**src/rtl/cic_pkg.sv**
```systemverilog
// Shared constants and helpers for the CIC integrator/decimator slice.
// Holds the default configuration and the accumulator width calculation.
package cic_pkg;

  localparam int unsigned CIC_DEF_STAGES    = 32'd5;
  localparam int unsigned CIC_DEF_IN_WIDTH  = 32'd24;
  localparam int unsigned CIC_DEF_WIDTH     = 32'd64;
  localparam int unsigned CIC_DEF_RATE_BITS = 32'd10;

  // Smallest n with 2**n >= v (0 for v <= 1).
  function automatic int unsigned cic_ceil_log2(input int unsigned v);
    int unsigned res;
    res = 32'd0;
    for (int i = 0; i < 32; i++) begin
      if ((32'd1 << i) < v) begin
        res = 32'(i) + 32'd1;
      end else begin
        res = res;
      end
    end
    return res;
  endfunction

  // Accumulator width that cannot lose information for decimation up to r_max.
  function automatic int unsigned cic_required_width(input int unsigned in_width,
                                                     input int unsigned stages,
                                                     input int unsigned r_max);
    return in_width + stages * cic_ceil_log2(r_max);
  endfunction

endpackage

```
**src/rtl/cic_integrator.sv**
```systemverilog
// Single strobe-gated integrator stage: acc <= acc + din when en is high.
// Wraps modulo 2**WIDTH by design; CIC correctness relies on the wrap.
module cic_integrator
  import cic_pkg::*;
#(
  parameter int WIDTH = CIC_DEF_WIDTH
) (
  input  logic             clock,
  input  logic             reset,
  input  logic             en,
  input  logic [WIDTH-1:0] din,
  output logic [WIDTH-1:0] acc
);

  logic [WIDTH-1:0] acc_d;
  logic [WIDTH-1:0] acc_q;

  // Next accumulator value: add on strobe, otherwise hold.
  always_comb begin
    acc_d = acc_q;
    if (en) begin
      acc_d = acc_q + din;
    end else begin
      acc_d = acc_q;
    end
  end

  // Accumulator register with asynchronous clear.
  always_ff @(posedge clock or posedge reset) begin
    if (reset) begin
      acc_q <= {WIDTH{1'b0}};
    end else begin
      acc_q <= acc_d;
    end
  end

  assign acc = acc_q;

endmodule

```
**src/rtl/cic_integrator_decimator.sv**
```systemverilog
// CIC integrator cascade followed by the decimation (rate) stage.
// Optional macro CIC_INT_INREG_EN registers in_strobe/in_data in front of
// the first integrator, adding one clock of latency.
module cic_integrator_decimator
  import cic_pkg::*;
#(
  parameter int STAGES    = CIC_DEF_STAGES,
  parameter int IN_WIDTH  = CIC_DEF_IN_WIDTH,
  parameter int WIDTH     = CIC_DEF_WIDTH,
  parameter int RATE_BITS = CIC_DEF_RATE_BITS
) (
  input  logic                       clock,
  input  logic                       reset,
  input  logic                       in_strobe,
  input  logic signed [IN_WIDTH-1:0] in_data,
  input  logic        [RATE_BITS-1:0] rate,
  output logic                       out_strobe,
  output logic signed [WIDTH-1:0]    out_data
);

  localparam logic [RATE_BITS-1:0] RATE_ONE = RATE_BITS'(1'b1);

  logic                       stage_stb;
  logic signed [IN_WIDTH-1:0] stage_in;
  logic        [WIDTH-1:0]    ext_in;
  logic        [WIDTH-1:0]    acc [STAGES];

`ifdef CIC_INT_INREG_EN
  logic                       stb_in_d;
  logic                       stb_in_q;
  logic signed [IN_WIDTH-1:0] dat_in_d;
  logic signed [IN_WIDTH-1:0] dat_in_q;

  // Input capture: the retimed strobe/data pair feeds the cascade.
  always_comb begin
    stb_in_d = in_strobe;
    dat_in_d = in_data;
  end

  // Input register stage with asynchronous clear.
  always_ff @(posedge clock or posedge reset) begin
    if (reset) begin
      stb_in_q <= 1'b0;
      dat_in_q <= {IN_WIDTH{1'b0}};
    end else begin
      stb_in_q <= stb_in_d;
      dat_in_q <= dat_in_d;
    end
  end

  assign stage_stb = stb_in_q;
  assign stage_in  = dat_in_q;
`else
  assign stage_stb = in_strobe;
  assign stage_in  = in_data;
`endif

  // Signed cast sign-extends the sample to accumulator width.
  assign ext_in = WIDTH'(stage_in);

  // Integrator cascade: each stage adds the previous stage's pre-edge value.
  for (genvar k = 0; k < STAGES; k++) begin : g_stage
    logic [WIDTH-1:0] din;
    if (k == 0) begin : g_first
      assign din = ext_in;
    end else begin : g_chain
      assign din = acc[k-1];
    end
    cic_integrator #(.WIDTH(WIDTH)) u_int (
      .clock (clock),
      .reset (reset),
      .en    (stage_stb),
      .din   (din),
      .acc   (acc[k])
    );
  end

  logic [RATE_BITS-1:0] cnt_d, cnt_q;
  logic [RATE_BITS-1:0] r_act_d, r_act_q;
  logic                 r_pend_d, r_pend_q;
  logic                 out_strobe_d, out_strobe_q;
  logic [WIDTH-1:0]     out_data_d, out_data_q;
  logic [RATE_BITS-1:0] rate_clamped;
  logic [RATE_BITS-1:0] r_eff;

  // Decimation control. After reset r_pend_q is set, so the frame length
  // tracks the live (clamped) rate until the first strobe fixes it; after
  // that the rate is only re-sampled on the strobe that closes a frame.
  always_comb begin
    cnt_d        = cnt_q;
    r_act_d      = r_act_q;
    r_pend_d     = r_pend_q;
    out_strobe_d = 1'b0;
    out_data_d   = out_data_q;
    rate_clamped = rate;
    r_eff        = r_act_q;

    if (rate > RATE_ONE) begin
      rate_clamped = rate;
    end else begin
      rate_clamped = RATE_ONE;
    end

    if (r_pend_q) begin
      r_eff = rate_clamped;
    end else begin
      r_eff = r_act_q;
    end

    if (stage_stb) begin
      r_pend_d = 1'b0;
      // >= keeps the counter bounded even if it were ever corrupted.
      if (cnt_q >= (r_eff - RATE_ONE)) begin
        cnt_d        = {RATE_BITS{1'b0}};
        r_act_d      = rate_clamped;
        out_strobe_d = 1'b1;
        out_data_d   = acc[STAGES-1];
      end else begin
        cnt_d   = cnt_q + RATE_ONE;
        r_act_d = r_eff;
      end
    end else begin
      cnt_d        = cnt_q;
      r_act_d      = r_act_q;
      out_strobe_d = 1'b0;
    end
  end

  // Control and output registers with asynchronous clear.
  always_ff @(posedge clock or posedge reset) begin
    if (reset) begin
      cnt_q        <= {RATE_BITS{1'b0}};
      r_act_q      <= RATE_ONE;
      r_pend_q     <= 1'b1;
      out_strobe_q <= 1'b0;
      out_data_q   <= {WIDTH{1'b0}};
    end else begin
      cnt_q        <= cnt_d;
      r_act_q      <= r_act_d;
      r_pend_q     <= r_pend_d;
      out_strobe_q <= out_strobe_d;
      out_data_q   <= out_data_d;
    end
  end

  assign out_strobe = out_strobe_q;
  assign out_data   = out_data_q;

endmodule

```
**config.mk**
```make
export PLATFORM = sky130hd
export DESIGN_NAME = cic_integrator_decimator
export DESIGN_NICKNAME = d
export VERILOG_FILES = /design/src/rtl/cic_pkg.sv /design/src/rtl/cic_integrator.sv /design/src/rtl/cic_integrator_decimator.sv
export SDC_FILE = /design/constraint.sdc
export NUM_CORES = 2
export LEC_CHECK = 0
export BUFFER_PORTS_ARGS = -buffer_cell sky130_fd_sc_hd__buf_4
export CAP_MARGIN = 10
export CORE_MARGIN = 3
export CORE_UTILIZATION = 45
export CTS_CLUSTER_SIZE = 30
export DETAILED_ROUTE_END_ITERATION = 16
export GPL_TIMING_DRIVEN = 0
export PLACE_DENSITY_LB_ADDON = 0.05
export SLEW_MARGIN = 20
export SYNTH_ARGS = -nofsm -noshare
export SYNTH_HDL_FRONTEND = slang
export SYNTH_SLANG_ARGS = --single-unit
```
**constraint.sdc**
```tcl
create_clock -name clock -period 18.89 [get_ports clock]
set_input_delay 1.889 -clock clock [delete_from_list [all_inputs] [get_ports clock]]
set_output_delay 1.889 -clock clock [all_outputs]
set_load 0.05 [all_outputs]
```
## Word-level counts from Yosys, hierarchy flattened

Index checks and enable logic that the tools add are counted.

| cells by class | value |
|---|---|
| add/subtract/negate cells | 7 |
| magnitude comparators | 2 |
| multiplexer cells | 6 |
| reductions and logical operators | 1 |

Operators by type and width:

| kind | number |
|---|---|
| $add 64x64->64 | 5 |
| $mux 10 | 4 |
| $add 10x1->10 const B | 1 |
| $ge 10x10->1 | 1 |
| $gt 10x1->1 const B | 1 |
| $sub 10x1->10 const B | 1 |
| $mux 1 | 2 |
| $reduce_and 2->1 | 1 |

| word-level totals | value |
|---|---|
| flip-flop bits (word level) | 406 |
| bits of input ports | 37 |
| output and inout port bits | 65 |
| word-level logic and storage cells | 26 |

## Longest topological paths before layout

| depth | value |
|---|---|
| depth in word-level cells | 7 |
| gate-level depth with buffers | 20 |
| depth with buffers taken out | 18 |

## By module

A second synthesis with hierarchy kept.

| unflattened totals | value |
|---|---|
| cells, all modules | 3660 |
| area, all modules | 33941.3 um^2 |

Modules (own cells, without submodules):

| module | instances | cells each | area an instance (um^2) | sequential area each (um^2) |
|---|---|---|---|---|
| cic_integrator (g_stage[3].u_int ...) | 2 | 664 | 6034.5 | 1601.5 |
| cic_integrator (g_stage[0].u_int ...) | 2 | 697 | 6025.8 | 1601.5 |
| cic_integrator (g_stage[2].u_int) | 1 | 649 | 5866.9 | 1601.5 |
| cic_integrator_decimator | 1 | 289 | 3953.8 | 2154.6 |

## Worst setup path before layout

No wires, ideal clock.

| timing path | value |
|---|---|
| path type | input-to-reg |
| start | input port rate[9] |
| end | register r_act_q[1] |
| library setup time | 0.125 ns |
| data arrival time | 5.243 ns |
| required time | 18.765 ns |
| path slack | 13.522 ns |
| cell stages on the path | 17 |
| path buffers | 0 |
| path through | nor3_1 a41oi_1 nand2_1 o21ai_0 ha_1 ha_1 a21o_1 a21o_1 a21o_1 a21o_1 a21o_1 a21o_1 a21o_1 a21oi_1 nor2b_1 o31ai_2 mux2_2 |

| on the way | value |
|---|---|
| cells in the longest elaborated chain, start to end | 6 |

Ends and longest elaborated chain:

| element | line | source |
|---|---|---|
| start: declaration | cic_integrator_decimator.sv:16 | `input logic [RATE_BITS-1:0] rate,` |
| $gt 10x1->1 | cic_integrator_decimator.sv:98 | `if (rate > RATE_ONE) begin` |
| $mux 10 * | cic_integrator_decimator.sv:98 |  |
| $mux 10 | cic_integrator_decimator.sv:104 | `if (r_pend_q) begin` |
| $sub 10x1->10 | cic_integrator_decimator.sv:113 | `if (cnt_q >= (r_eff - RATE_ONE)) begin` |
| $ge 10x10->1 | cic_integrator_decimator.sv:113 |  |
| $mux 10 * | cic_integrator_decimator.sv:113 |  |
| end signal: assignment | cic_integrator_decimator.sv:139 | `r_act_q <= r_act_d;` |
| end: declaration | cic_integrator_decimator.sv:79 | `logic [RATE_BITS-1:0] r_act_d, r_act_q;` |

Every way passes the cells marked *; elsewhere a longest branch is shown, timed or not.
A chain may end at the register's enable or synchronous reset.

## Worst setup path after layout

| timing path | value |
|---|---|
| start | input port rate[6] |
| end | register out_data_q[3], in the netlist out_data[3] |

| on the way | value |
|---|---|
| cells in the longest elaborated chain, start to end | 6 |

Ends and longest elaborated chain:

| element | line | source |
|---|---|---|
| $gt 10x1->1 | cic_integrator_decimator.sv:98 |  |
| $mux 10 * | cic_integrator_decimator.sv:98 |  |
| $mux 10 * | cic_integrator_decimator.sv:104 |  |
| $sub 10x1->10 * | cic_integrator_decimator.sv:113 |  |
| $ge 10x10->1 * | cic_integrator_decimator.sv:113 |  |
| $reduce_and 2->1 (no source line) * | -- |  |
| end signal: assignment | cic_integrator_decimator.sv:136 | `out_data_q <= {WIDTH{1'b0}};` |
| end signal: assignment | cic_integrator_decimator.sv:142 | `out_data_q <= out_data_d;` |
| end: declaration | cic_integrator_decimator.sv:82 | `logic [WIDTH-1:0] out_data_d, out_data_q;` |

Marked as above.

==> impl_metrics.env <==
export IMPL_rows=98
export IMPL_holdBufCountCts=0
export IMPL_skew_ns=0.0179
export IMPL_numPortBuffers=101
export IMPL_synth_seq_cells=406
export IMPL_avgSynthCellArea_um2=9.25
export IMPL_clkLatencyLatePin_ns=0.59
export IMPL_cts_num_sinks=406
export IMPL_syn_nets=3917
export IMPL_cts_clk_slew_worst_paths_ns=0.06
export IMPL_min_period_ns=5.75
export IMPL_post_dp_hpwl_um=70900
export IMPL_filler_cell_count=6751
export IMPL_synth_area_um2=32800
export IMPL_max_clock_freq_mhz=174
export IMPL_timing_final_setup_violations=0
export IMPL_relSlewSlack=0.276
export IMPL_drv_cap=0
export IMPL_ys_types=81
export IMPL_outcome="completed"
export IMPL_fin_crit_sh=0.304
export IMPL_routedWlPerCell_um=19.2
export IMPL_synthesis_instances=3548
export IMPL_async_flop_share=1.00
export IMPL_initialDrtViolationCount=1229
export IMPL_final_cell_area_um2=36600
export IMPL_hold_violations=0
export IMPL_rsz0062_at_grt="no"
export IMPL_area_growth_pct=11.5
export IMPL_grt_pass1_wl_um=146000
export IMPL_finalMaxSlewViolations=0
export IMPL_finalWirelength_um=89900
export IMPL_pin_count=102
export IMPL_gp_congestion=0.909
export IMPL_numCtsBuffers=48
export IMPL_synth_edf_count=0
export IMPL_yosys_most_used_dff="dfrtp_1"
export IMPL_dr_pass1_iters=7
export IMPL_worstPathArrival_ns=6.22
export IMPL_yosys_warnings=0
export IMPL_grt_max_degree=104
export IMPL_fin_tns_setup_ns=0
export IMPL_hold_class="reg -> reg"
export IMPL_num_nets_final=4072
export IMPL_critPathKind="in -> reg"
export IMPL_via_per_inst=5.70
export IMPL_required_ns=19.36
export IMPL_tightestPinTransition_ns=1.09
export IMPL_die_x_um=276
export IMPL_cts_tree="yes"
export IMPL_antenna_found_initial=2
export IMPL_place_area_um2=34900
export IMPL_setup_worst_path_end_class="flop"
export IMPL_htreeDepth=2
export IMPL_die_height_um=276
export IMPL_core_area_um2=71900
export IMPL_drive_gt1_frac=0.153
export IMPL_final_common_cell="dfrtp_1"
export IMPL_clockBufferDepth=3
export IMPL_die_area_um2=76200
export IMPL_antenna_left=0
export IMPL_globalRouteOverflowTotal=0
export IMPL_start_util=0.457
export IMPL_crit_fanout=10
export IMPL_cts_setup_buffers=0
export IMPL_ctsRootBufferMaster="clkbuf_16"
export IMPL_drc=0
export IMPL_vias=26751
export IMPL_synth_seq_area_share=0.310
export IMPL_final_cell_mix="dfrtp_1 (404), a21oi_1 (372), mux2_2 (337), ha_1 (327), nand2_1 (253)"
export IMPL_cp_start_kind="primary input"
export IMPL_grt_pass1_vias=26692
export IMPL_grtUsageTotal=0.231
export IMPL_diodes=0
export IMPL_cts_repair_resized=0
==> synthesized netlist by cell type (all sizes together), types with 8 or more instances <==
cell,instances,area share
a41oi,8,0.0021
a221o,8,0.0024
nand2b,39,0.0074
nor2,203,0.023
xor2,125,0.033
xnor2,177,0.047
o21bai,74,0.017
a31o,13,0.0035
a211o,9,0.0024
o221ai,11,0.0029
inv,92,0.011
o211ai,27,0.0062
a21boi,14,0.0032
a21o,186,0.043
a211oi,26,0.0059
buf,13,0.0016
dfrtp,404,0.31
nand2,253,0.029
a31oi,36,0.0071
o2111ai,9,0.0024
o31ai,33,0.0079
or3,13,0.0025
o21a,36,0.0082
or2,11,0.0021
ha,327,0.12
a221oi,9,0.0024
o41ai,9,0.0024
mux2i,18,0.0055
o21ai,180,0.028
and2,11,0.0021
nand3,67,0.010
and4,9,0.0024
a21oi,374,0.057
nand4,74,0.014
mux2,338,0.12
nor3,45,0.0070
clkbuf,132,0.015
nor2b,30,0.0057
and3,22,0.0043
==> cell type report <==
class	instances	area [µm²]	area share
multi-input cells	2905	21800	0.595
plain buffers	145	559	0.0153
inverters	92	353	0.00964
clock buffers	67	1390	0.0381
repair buffers	105	868	0.0237
clock inverters	21	295	0.00807
well taps	950	1190	0.0325
flip-flops and latches	406	10200	0.278
==> flip-flops by register name, summed over array words and instances, names as in the netlist <==
register and cells:
out_strobe 1, out_data 64, g_stage.u_int.acc 320, r_pend_q 1, r_act_q 10, cnt_q 10
==> routing by layer <==
metal  part of all wire  wire length, µm  track usage  vias up
li1                   -                -            -    13528
met1               0.51            45900        0.341    12640
met2               0.43            38300        0.356      467
met3              0.036             3220       0.0275      112
met4              0.027             2420       0.0623        4
met5            0.00030               27            0        -
==> through the flow <==
| step | instances | utilization | hold slack (ns) | setup slack (ns) |
|---|---|---|---|---|
| 6_report | 4691 | 0.509 | 0.472 | 13.14 |
| 2_1_floorplan | 3548 | - | 0.439 | 5.71 |
| 3_5_place_dp | 4603 | 0.486 | 0.471 | 12.40 |
| 3_3_place_gp | 4599 | 0.484 | 0.456 | 1.39 |
| 5_1_grt | 4691 | 0.509 | 0.497 | 12.77 |
| 4_1_cts | 4691 | 0.509 | 0.479 | 13.03 |
==> worst paths after layout <==
kind	cells after the start	from	to	slack, ns
setup / recovery	21	rate[6]	out_data[3]	13.14
hold / removal	2	r_act_q[0]	r_act_q[0]	0.47
setup reg to reg	17	r_pend_q	out_data[3]	13.97
hold reg to reg	2	r_act_q[0]	r_act_q[0]	0.47
max in group asynchronous	5	reset	g_stage[0].u_int.acc[58]	15.95
min in group asynchronous	2	reset	out_data[27]	1.29
==> cells by family after synthesis <==
logic type                 share of synthesized area
DFF                                            0.310
xor gates and xnor gates                      0.0806
AOI/OAI and AO/OA                              0.216
buffers and inverters                         0.0272
adders and majority gates                      0.128
and+or+nand+nor                                0.118
muxes                                          0.122
==> critical path: stages <==
cell and delay, ns:
buf_4 0.10, nor2_1 0.06, a41oi_1 0.25, nand2_1 0.07, o21ai_0 0.16, nand2_1 0.21, or3_1 0.34, a21oi_1 0.15
a21oi_1 0.07, ha_1 0.30, a21o_1 0.11, a21o_1 0.11, a21o_1 0.12, a21o_1 0.12, a21o_1 0.12, a21oi_1 0.06
nor2b_1 0.32, o21a_1 0.15, clkbuf_1 0.53, clkbuf_1 0.54, mux2_2 0.41
Power is left out: the tool's default activity adds up to more than one toggle a clock period on the data nets, which glitch-free logic cannot reach.
